===== config.mk =====
export PLATFORM = sky130hd
export DESIGN_NAME = mem_stage_flat
export DESIGN_NICKNAME = d
export VERILOG_FILES = /design/src/rtl/mem_stage_if.sv /design/src/rtl/mem_stage.sv /design/src/flat_wrapper.sv
export SDC_FILE = /design/constraint.sdc
export NUM_CORES = 1
export LEC_CHECK = 0
export CAP_MARGIN = 30
export CELL_PAD_IN_SITES_DETAIL_PLACEMENT = 0
export CELL_PAD_IN_SITES_GLOBAL_PLACEMENT = 2
export CORE_ASPECT_RATIO = 1.2
export CORE_UTILIZATION = 25
export DETAILED_ROUTE_END_ITERATION = 16
export GPL_TIMING_DRIVEN = 0
export PLACE_DENSITY_LB_ADDON = 0.1
export SYNTH_ARGS = -nofsm -noshare
export SYNTH_HDL_FRONTEND = slang
export SYNTH_SLANG_ARGS = --single-unit

===== constraint.sdc =====
create_clock -name clock -period 3.8 [get_ports clock]
set_clock_uncertainty 0.15 [all_clocks]
set_input_delay 0.38 -clock clock [delete_from_list [all_inputs] [get_ports clock]]
set_output_delay 0.38 -clock clock [all_outputs]
set_load 0.01 [all_outputs]

===== src/rtl/mem_stage_if.sv =====
// Data-memory bus between mem_stage (master) and a variable-latency data memory (slave).
interface mem_stage_if #(
    parameter int DATA_WIDTH = 32,
    parameter int ADDR_WIDTH = 32
);
    logic                  mem_req;
    logic                  mem_we;
    logic [ADDR_WIDTH-1:0] mem_addr;
    logic [DATA_WIDTH-1:0] mem_wdata;
    logic                  mem_ack;
    logic [DATA_WIDTH-1:0] mem_rdata;

    modport master (output mem_req, mem_we, mem_addr, mem_wdata, input mem_ack, mem_rdata);
    modport slave  (input mem_req, mem_we, mem_addr, mem_wdata, output mem_ack, mem_rdata);
endinterface


===== src/rtl/mem_stage.sv =====
// Memory-access pipeline stage: req/ack transaction with data memory, stalls upstream while busy.
// Optional abort of stuck accesses via macro MEM_TIMEOUT_EN (sticky error flag).
module mem_stage #(
    parameter int DATA_WIDTH     = 32,
    parameter int ADDR_WIDTH     = 32,
    parameter int TIMEOUT_CYCLES = 16
) (
    input  logic                  clock,
    input  logic                  reset,
    input  logic                  valid_in,
    input  logic [DATA_WIDTH-1:0] alu_result,
    input  logic [DATA_WIDTH-1:0] store_data,
    input  logic                  mem_read,
    input  logic                  mem_write,
    input  logic [4:0]            rd_in,
    input  logic                  wb_enable_in,
    mem_stage_if.master           mem,
    output logic                  stall,
    output logic                  valid_out,
    output logic [DATA_WIDTH-1:0] result_out,
    output logic [4:0]            rd_out,
    output logic                  wb_enable_out,
    output logic                  error
);
    typedef enum logic {IDLE, ACCESS} state_e;

    state_e                state_q, state_d;
    logic                  we_q, we_d;
    logic [ADDR_WIDTH-1:0] addr_q, addr_d;
    logic [DATA_WIDTH-1:0] wdata_q, wdata_d;
    logic [4:0]            prd_q, prd_d;
    logic                  pwb_q, pwb_d;
    logic                  valid_q, valid_d;
    logic [DATA_WIDTH-1:0] result_q, result_d;
    logic [4:0]            rd_q, rd_d;
    logic                  wb_q, wb_d;

`ifdef MEM_TIMEOUT_EN
    localparam int CW = $clog2(TIMEOUT_CYCLES + 1);
    localparam logic [CW-1:0] CNT_LAST = CW'(TIMEOUT_CYCLES - 1);
    logic [CW-1:0] cnt_q, cnt_d;
    logic          err_q, err_d;
`endif

    always_comb begin
        state_d  = state_q;
        we_d     = we_q;
        addr_d   = addr_q;
        wdata_d  = wdata_q;
        prd_d    = prd_q;
        pwb_d    = pwb_q;
        valid_d  = 1'b0;
        result_d = result_q;
        rd_d     = rd_q;
        wb_d     = wb_q;
`ifdef MEM_TIMEOUT_EN
        cnt_d    = cnt_q;
        err_d    = err_q;
`endif
        case (state_q)
            IDLE: begin
                if (valid_in) begin
                    if (mem_read || mem_write) begin
                        // read+write together is a store: mem_write alone decides direction
                        we_d    = mem_write;
                        addr_d  = alu_result[ADDR_WIDTH-1:0];
                        wdata_d = store_data;
                        prd_d   = rd_in;
                        pwb_d   = wb_enable_in;
                        state_d = ACCESS;
`ifdef MEM_TIMEOUT_EN
                        cnt_d   = '0;
`endif
                    end else begin
                        result_d = alu_result;
                        rd_d     = rd_in;
                        wb_d     = wb_enable_in;
                        valid_d  = 1'b1;
                    end
                end
            end
            ACCESS: begin
                if (mem.mem_ack) begin
                    result_d = we_q ? DATA_WIDTH'(addr_q) : mem.mem_rdata;
                    rd_d     = prd_q;
                    wb_d     = pwb_q;
                    valid_d  = 1'b1;
                    state_d  = IDLE;
                end
`ifdef MEM_TIMEOUT_EN
                else if (cnt_q == CNT_LAST) begin
                    // aborted access still retires, but must not write back
                    result_d = '0;
                    rd_d     = prd_q;
                    wb_d     = 1'b0;
                    valid_d  = 1'b1;
                    err_d    = 1'b1;
                    state_d  = IDLE;
                end else begin
                    cnt_d = cnt_q + 1'b1;
                end
`endif
            end
            default: state_d = IDLE;
        endcase
    end

    always_ff @(posedge clock) begin
        if (!reset) begin
            state_q  <= IDLE;
            we_q     <= 1'b0;
            addr_q   <= '0;
            wdata_q  <= '0;
            prd_q    <= '0;
            pwb_q    <= 1'b0;
            valid_q  <= 1'b0;
            result_q <= '0;
            rd_q     <= '0;
            wb_q     <= 1'b0;
`ifdef MEM_TIMEOUT_EN
            cnt_q    <= '0;
            err_q    <= 1'b0;
`endif
        end else begin
            state_q  <= state_d;
            we_q     <= we_d;
            addr_q   <= addr_d;
            wdata_q  <= wdata_d;
            prd_q    <= prd_d;
            pwb_q    <= pwb_d;
            valid_q  <= valid_d;
            result_q <= result_d;
            rd_q     <= rd_d;
            wb_q     <= wb_d;
`ifdef MEM_TIMEOUT_EN
            cnt_q    <= cnt_d;
            err_q    <= err_d;
`endif
        end
    end

    // request is exactly "in ACCESS", so reset or completion drops it at the same edge
    assign mem.mem_req   = (state_q == ACCESS);
    assign mem.mem_we    = we_q;
    assign mem.mem_addr  = addr_q;
    assign mem.mem_wdata = wdata_q;

    assign stall = ((state_q == IDLE) && valid_in && (mem_read || mem_write)) ||
                   ((state_q == ACCESS) && !mem.mem_ack);

    assign valid_out     = valid_q;
    assign result_out    = result_q;
    assign rd_out        = rd_q;
    assign wb_enable_out = wb_q;
`ifdef MEM_TIMEOUT_EN
    assign error = err_q;
`else
    assign error = 1'b0;
`endif
endmodule


===== src/flat_wrapper.sv =====
// flat-port wrapper written by rule: the top's interface ports become plain ports
module mem_stage_flat 
#(
    parameter int DATA_WIDTH     = 32,
    parameter int ADDR_WIDTH     = 32,
    parameter int TIMEOUT_CYCLES = 16
)
  (clock, reset, valid_in, alu_result, store_data, mem_read, mem_write, rd_in, wb_enable_in, stall, valid_out, result_out, rd_out, wb_enable_out, error, mem_mem_req, mem_mem_we, mem_mem_addr, mem_mem_wdata, mem_mem_ack, mem_mem_rdata);
  mem_stage_if #(.DATA_WIDTH(DATA_WIDTH), .ADDR_WIDTH(ADDR_WIDTH)) mem_i ();
  input  logic clock;
  input  logic reset;
  input  logic valid_in;
  input  logic [DATA_WIDTH-1:0] alu_result;
  input  logic [DATA_WIDTH-1:0] store_data;
  input  logic mem_read;
  input  logic mem_write;
  input  logic [4:0] rd_in;
  input  logic wb_enable_in;
  output logic stall;
  output logic valid_out;
  output logic [DATA_WIDTH-1:0] result_out;
  output logic [4:0] rd_out;
  output logic wb_enable_out;
  output logic error;
  output wire logic [$bits(mem_i.mem_req)-1:0] mem_mem_req;
  output wire logic [$bits(mem_i.mem_we)-1:0] mem_mem_we;
  output wire logic [$bits(mem_i.mem_addr)-1:0] mem_mem_addr;
  output wire logic [$bits(mem_i.mem_wdata)-1:0] mem_mem_wdata;
  input wire logic [$bits(mem_i.mem_ack)-1:0] mem_mem_ack;
  input wire logic [$bits(mem_i.mem_rdata)-1:0] mem_mem_rdata;
  assign mem_mem_req = mem_i.mem_req;
  assign mem_mem_we = mem_i.mem_we;
  assign mem_mem_addr = mem_i.mem_addr;
  assign mem_mem_wdata = mem_i.mem_wdata;
  assign mem_i.mem_ack = mem_mem_ack;
  assign mem_i.mem_rdata = mem_mem_rdata;
  mem_stage #(.DATA_WIDTH(DATA_WIDTH), .ADDR_WIDTH(ADDR_WIDTH), .TIMEOUT_CYCLES(TIMEOUT_CYCLES)) u_core (.clock(clock), .reset(reset), .valid_in(valid_in), .alu_result(alu_result), .store_data(store_data), .mem_read(mem_read), .mem_write(mem_write), .rd_in(rd_in), .wb_enable_in(wb_enable_in), .mem(mem_i), .stall(stall), .valid_out(valid_out), .result_out(result_out), .rd_out(rd_out), .wb_enable_out(wb_enable_out), .error(error));
endmodule

==> impl_results.md <==
* Number of enable flip-flop cells after synthesis at 0
* Reg-to-Reg End: u_core.result_out[23]
* Die X-Extent at about 130 um
* Startpoint of the lowest-slack register-to-register path: u_core.mem.mem_we
* Post_cts resized at 0
* Switching power at 738 uW
* Wire length of the first global-routing pass at around 27 mm
* Run status: complete, no violations
* Depth of the CTS H-tree at 3
* Final Net Count at about 840
* Time the worst path needs with I/O delays and setup at about 2.8 ns
* Mean area per synthesized cell at approximately 9.3 um2
* Vias after detailed routing at around 4700
* Number of design rule violations left after detail routing at 0
* Total Power at 2.86 mW
* Share of power burned in registers at between 40% and 50%
* Floorplan die height at between 150 and 200 um
* Mapped Nets at 620
* Finished layout cell area at around 7500 um2
* Proportion of synthesized flip-flops having asynchronous set or reset at 0%
* Crit path capture: stall
* Placed wire-length estimate at 12.8 mm
* Utilization after layout at between 40% and 50%
* Master of the slowest instance on the critical path: nor2_1
* Total wire length at 17.4 mm
* Highest achievable clock rate at 353 MHz
* Final estimated routing congestion in global placement at a little over 0.7
* Crit start category: input pin
* Crit path largest cell delay at 0.65 ns
* RSZ-0062 raised after global routing: false
* Combinational share of power at roughly a fifth
* Cell internal power dissipation at between 2 and 2.5 mW
* Netlist cell types at 25
* Clock-pin slew on the worst setup and hold paths at ~0.08 ns
* Clock power frac at between 30% and 40%
* Setup TNS after final layout at 0 ns
* Capturing element type of the critical path: output port
* Max-capacitance violation count at 0
* Worst endpoint data arrival time at between 2 and 2.5 ns
* Area Growth Syn to Fin at 57.4%
* Number of vias per cell at 4.71
* Max Slew Vio Count at 0
* Number of buffers added by the clock tree synthesis step at 9
* Total power per unit cell area at 380 nW/um2
* Leading cell type in the layout, fill and taps excluded: clkdlybuf4s50_1
* IR drop worst, VDD at roughly 230 uV
* Commonest cells after routing, fill and taps aside: clkdlybuf4s50_1 (212), dfxtp_1 (111), o21ai_0 (77), nand3_1 (71), a21boi_0 (47)
* Routed Antenna Nets at 0
* Switching power share of the total at approximately a quarter
* Post-placement cell area at 7220 um2
* Worst min-delay path class: reg -> reg
* Pin count of the biggest net entering global routing at 17
* Cells on worst reg2reg path at 5
* Worst-case headroom to the max-slew limit at a little under half
* Fraction of the yosys area taken by sequential cells at 46.5%
* Antenna cell count at 0
* Post-synthesis cell count at between 500 and 600
* Maximum clock path buffer count at 2
* Synth Warn # at 0
* Average detailed-routed wire length per instance at about 18 um
* Floorplan row count at 55
* Clk root buf: clkbuf_16
* Prevailing post-synth register cell: dfxtp_1
* Share of cells above drive strength 1 at around 4.6%
* Ports placed on the boundary at around 220
* Starting density of the core at between 20% and 30%
* Leak Pwr at 2.67 nW
* Crit-path most repeated cell: clkdlybuf4s50_1
* Tcrit/Tclk final at 74.5%
* Instance count along the most critical hold path at 2
* Area inside the core boundary at approximately 19000 um2
* Netlist area before placement at 4780 um2
* Number of DRC markers after the initial detailed-route iteration at approximately 160
* Global-route usage over all layers at ~18%
* Iteration count of the initial detailed-routing pass at 4
* Area of the die at ~20000 um2
* Cell chain of the critical path: clkdlybuf4s50_1, nor2_1, o22ai_1, clkdlybuf4s50_1
* Number of synthesized register bits at 111
* PortBufs at 212
* Slack of the worst reg-to-reg path at approximately 1.9 ns
* Final-report hold violation count at 0
* Largest driver fanout on the critical path at 8
* Number of clock sinks at roughly 110
* Number of post-CTS setup repair buffers at 0
* Setup CP Type: in -> out
* Antenna violations before repair at 0
* Residual overflow from global routing at 0
* Number of global-route vias before repair at 4819
* Clock insertion delay at the later pin of the skew report at between 0.3 and 0.4 ns
* Slew of the pin with the lowest slew margin at about 0.8 ns
* CTS tree: done
* Critical path launch point: mem_write
* Number of fillers in the final layout at 1843
* Worst Path Required at approximately 3.3 ns
* Number of buffers added to fix hold violations after cts at 0
* Count of endpoints failing setup in the final report at 0
==> cell families after synthesis <==
kind of cell,share of synthesized area [%]
AO/OA/AOI/OAI,27.3
buffers and inverters,6.10
flip-flops,46.5
multiplexers,7.96
other,0.0784
AND/OR/NAND/NOR,12.0
==> cell type report <==
class / count / area (um2) / area share (%)
Buffer: 58 / 284 / 3.77
Tap cell: 256 / 320 / 4.26
Clock buffer: 10 / 229 / 3.04
Sequential cell: 111 / 2220 / 29.5
Multi-Input combinational cell: 341 / 2270 / 30.1
Inverter: 2 / 7.51 / 0.0998
Clock inverter: 4 / 72.6 / 0.964
Timing Repair Buffer: 212 / 2120 / 28.2
==> how the worst min path moves through the flow <==
stage                        startpoint                  endpoint  slack, ns
2_1_floorplan           u_core.prd_q[3]           u_core.prd_q[3]       0.30
3_3_place_gp   u_core.mem.mem_wdata[22]  u_core.mem.mem_wdata[22]       0.31
3_5_place_dp    u_core.mem.mem_wdata[7]   u_core.mem.mem_wdata[7]       0.32
4_1_cts                 u_core.prd_q[4]           u_core.prd_q[4]       0.33
5_1_grt         u_core.mem.mem_wdata[7]   u_core.mem.mem_wdata[7]       0.35
6_report                u_core.prd_q[4]           u_core.prd_q[4]       0.33
==> sequential cells by signal, summed over array words and instances (netlist names) <==
name                  flops
u_core.wb_enable_out      1
u_core.pwb_q              1
u_core.mem.mem_we         1
u_core.mem.mem_wdata     32
u_core.valid_out          1
u_core.result_out        32
u_core.rd_out             5
u_core.prd_q              5
u_core.mem.mem_addr      32
u_core.mem.mem_req        1
==> synth_stat cells, drive strengths merged (2+ instances only) <==
library cell  count  share of area [%]
buf              15                2.6
or2               2               0.26
a21boi           71                 11
inv               2               0.16
and2              4               0.52
clkbuf           43                3.4
o211a             6                1.3
nand3            71                7.4
nor2             33                2.6
dfxtp           111                 46
o21ai            77                8.1
a221o            32                6.8
mux2i            38                8.0
==> power groups by stage <==
| stage | Combinational, mW | Clock [mW] | Sequential [mW] |
|---|---|---|---|
| finish | 0.562 | 1.02 | 1.28 |
| global route | 0.611 | 1.09 | 1.29 |
| CTS | 0.571 | 1.05 | 1.28 |
| detailed placement | 0.569 | 0 | 1.31 |
| global placement | 0.563 | 0 | 1.30 |
| floorplan | 0.208 | 0 | 1.33 |
==> stage by stage <==
step                hold WS (ns)  worst slack, ns  cells
CTS                        0.333            0.901    994
global route               0.349            0.796    994
detailed placement         0.319            0.905    980
floorplan                  0.302             2.14    512
finish                     0.330            0.970    994
global placement           0.313            0.883    980
==> layer usage <==
| metal | part of all wire [%] | wire, um | vias up | track usage [%] |
|---|---|---|---|---|
| met5 | 0 | 0 | - | 0 |
| met4 | 1.0 | 178 | 0 | 5.49 |
| met3 | 6.1 | 1070 | 9 | 4.59 |
| met2 | 49 | 8600 | 125 | 31.0 |
| met1 | 43 | 7560 | 2233 | 21.3 |
| li1 | - | - | 2310 | - |
==> worst max-delay path: cells and delay by family <==
family | cells | cell delay (ns)
simple gates | 1 | 0.65
buf+inv | 2 | 1.06
compound gates | 1 | 0.20
(Power assumes the default switching activity.)
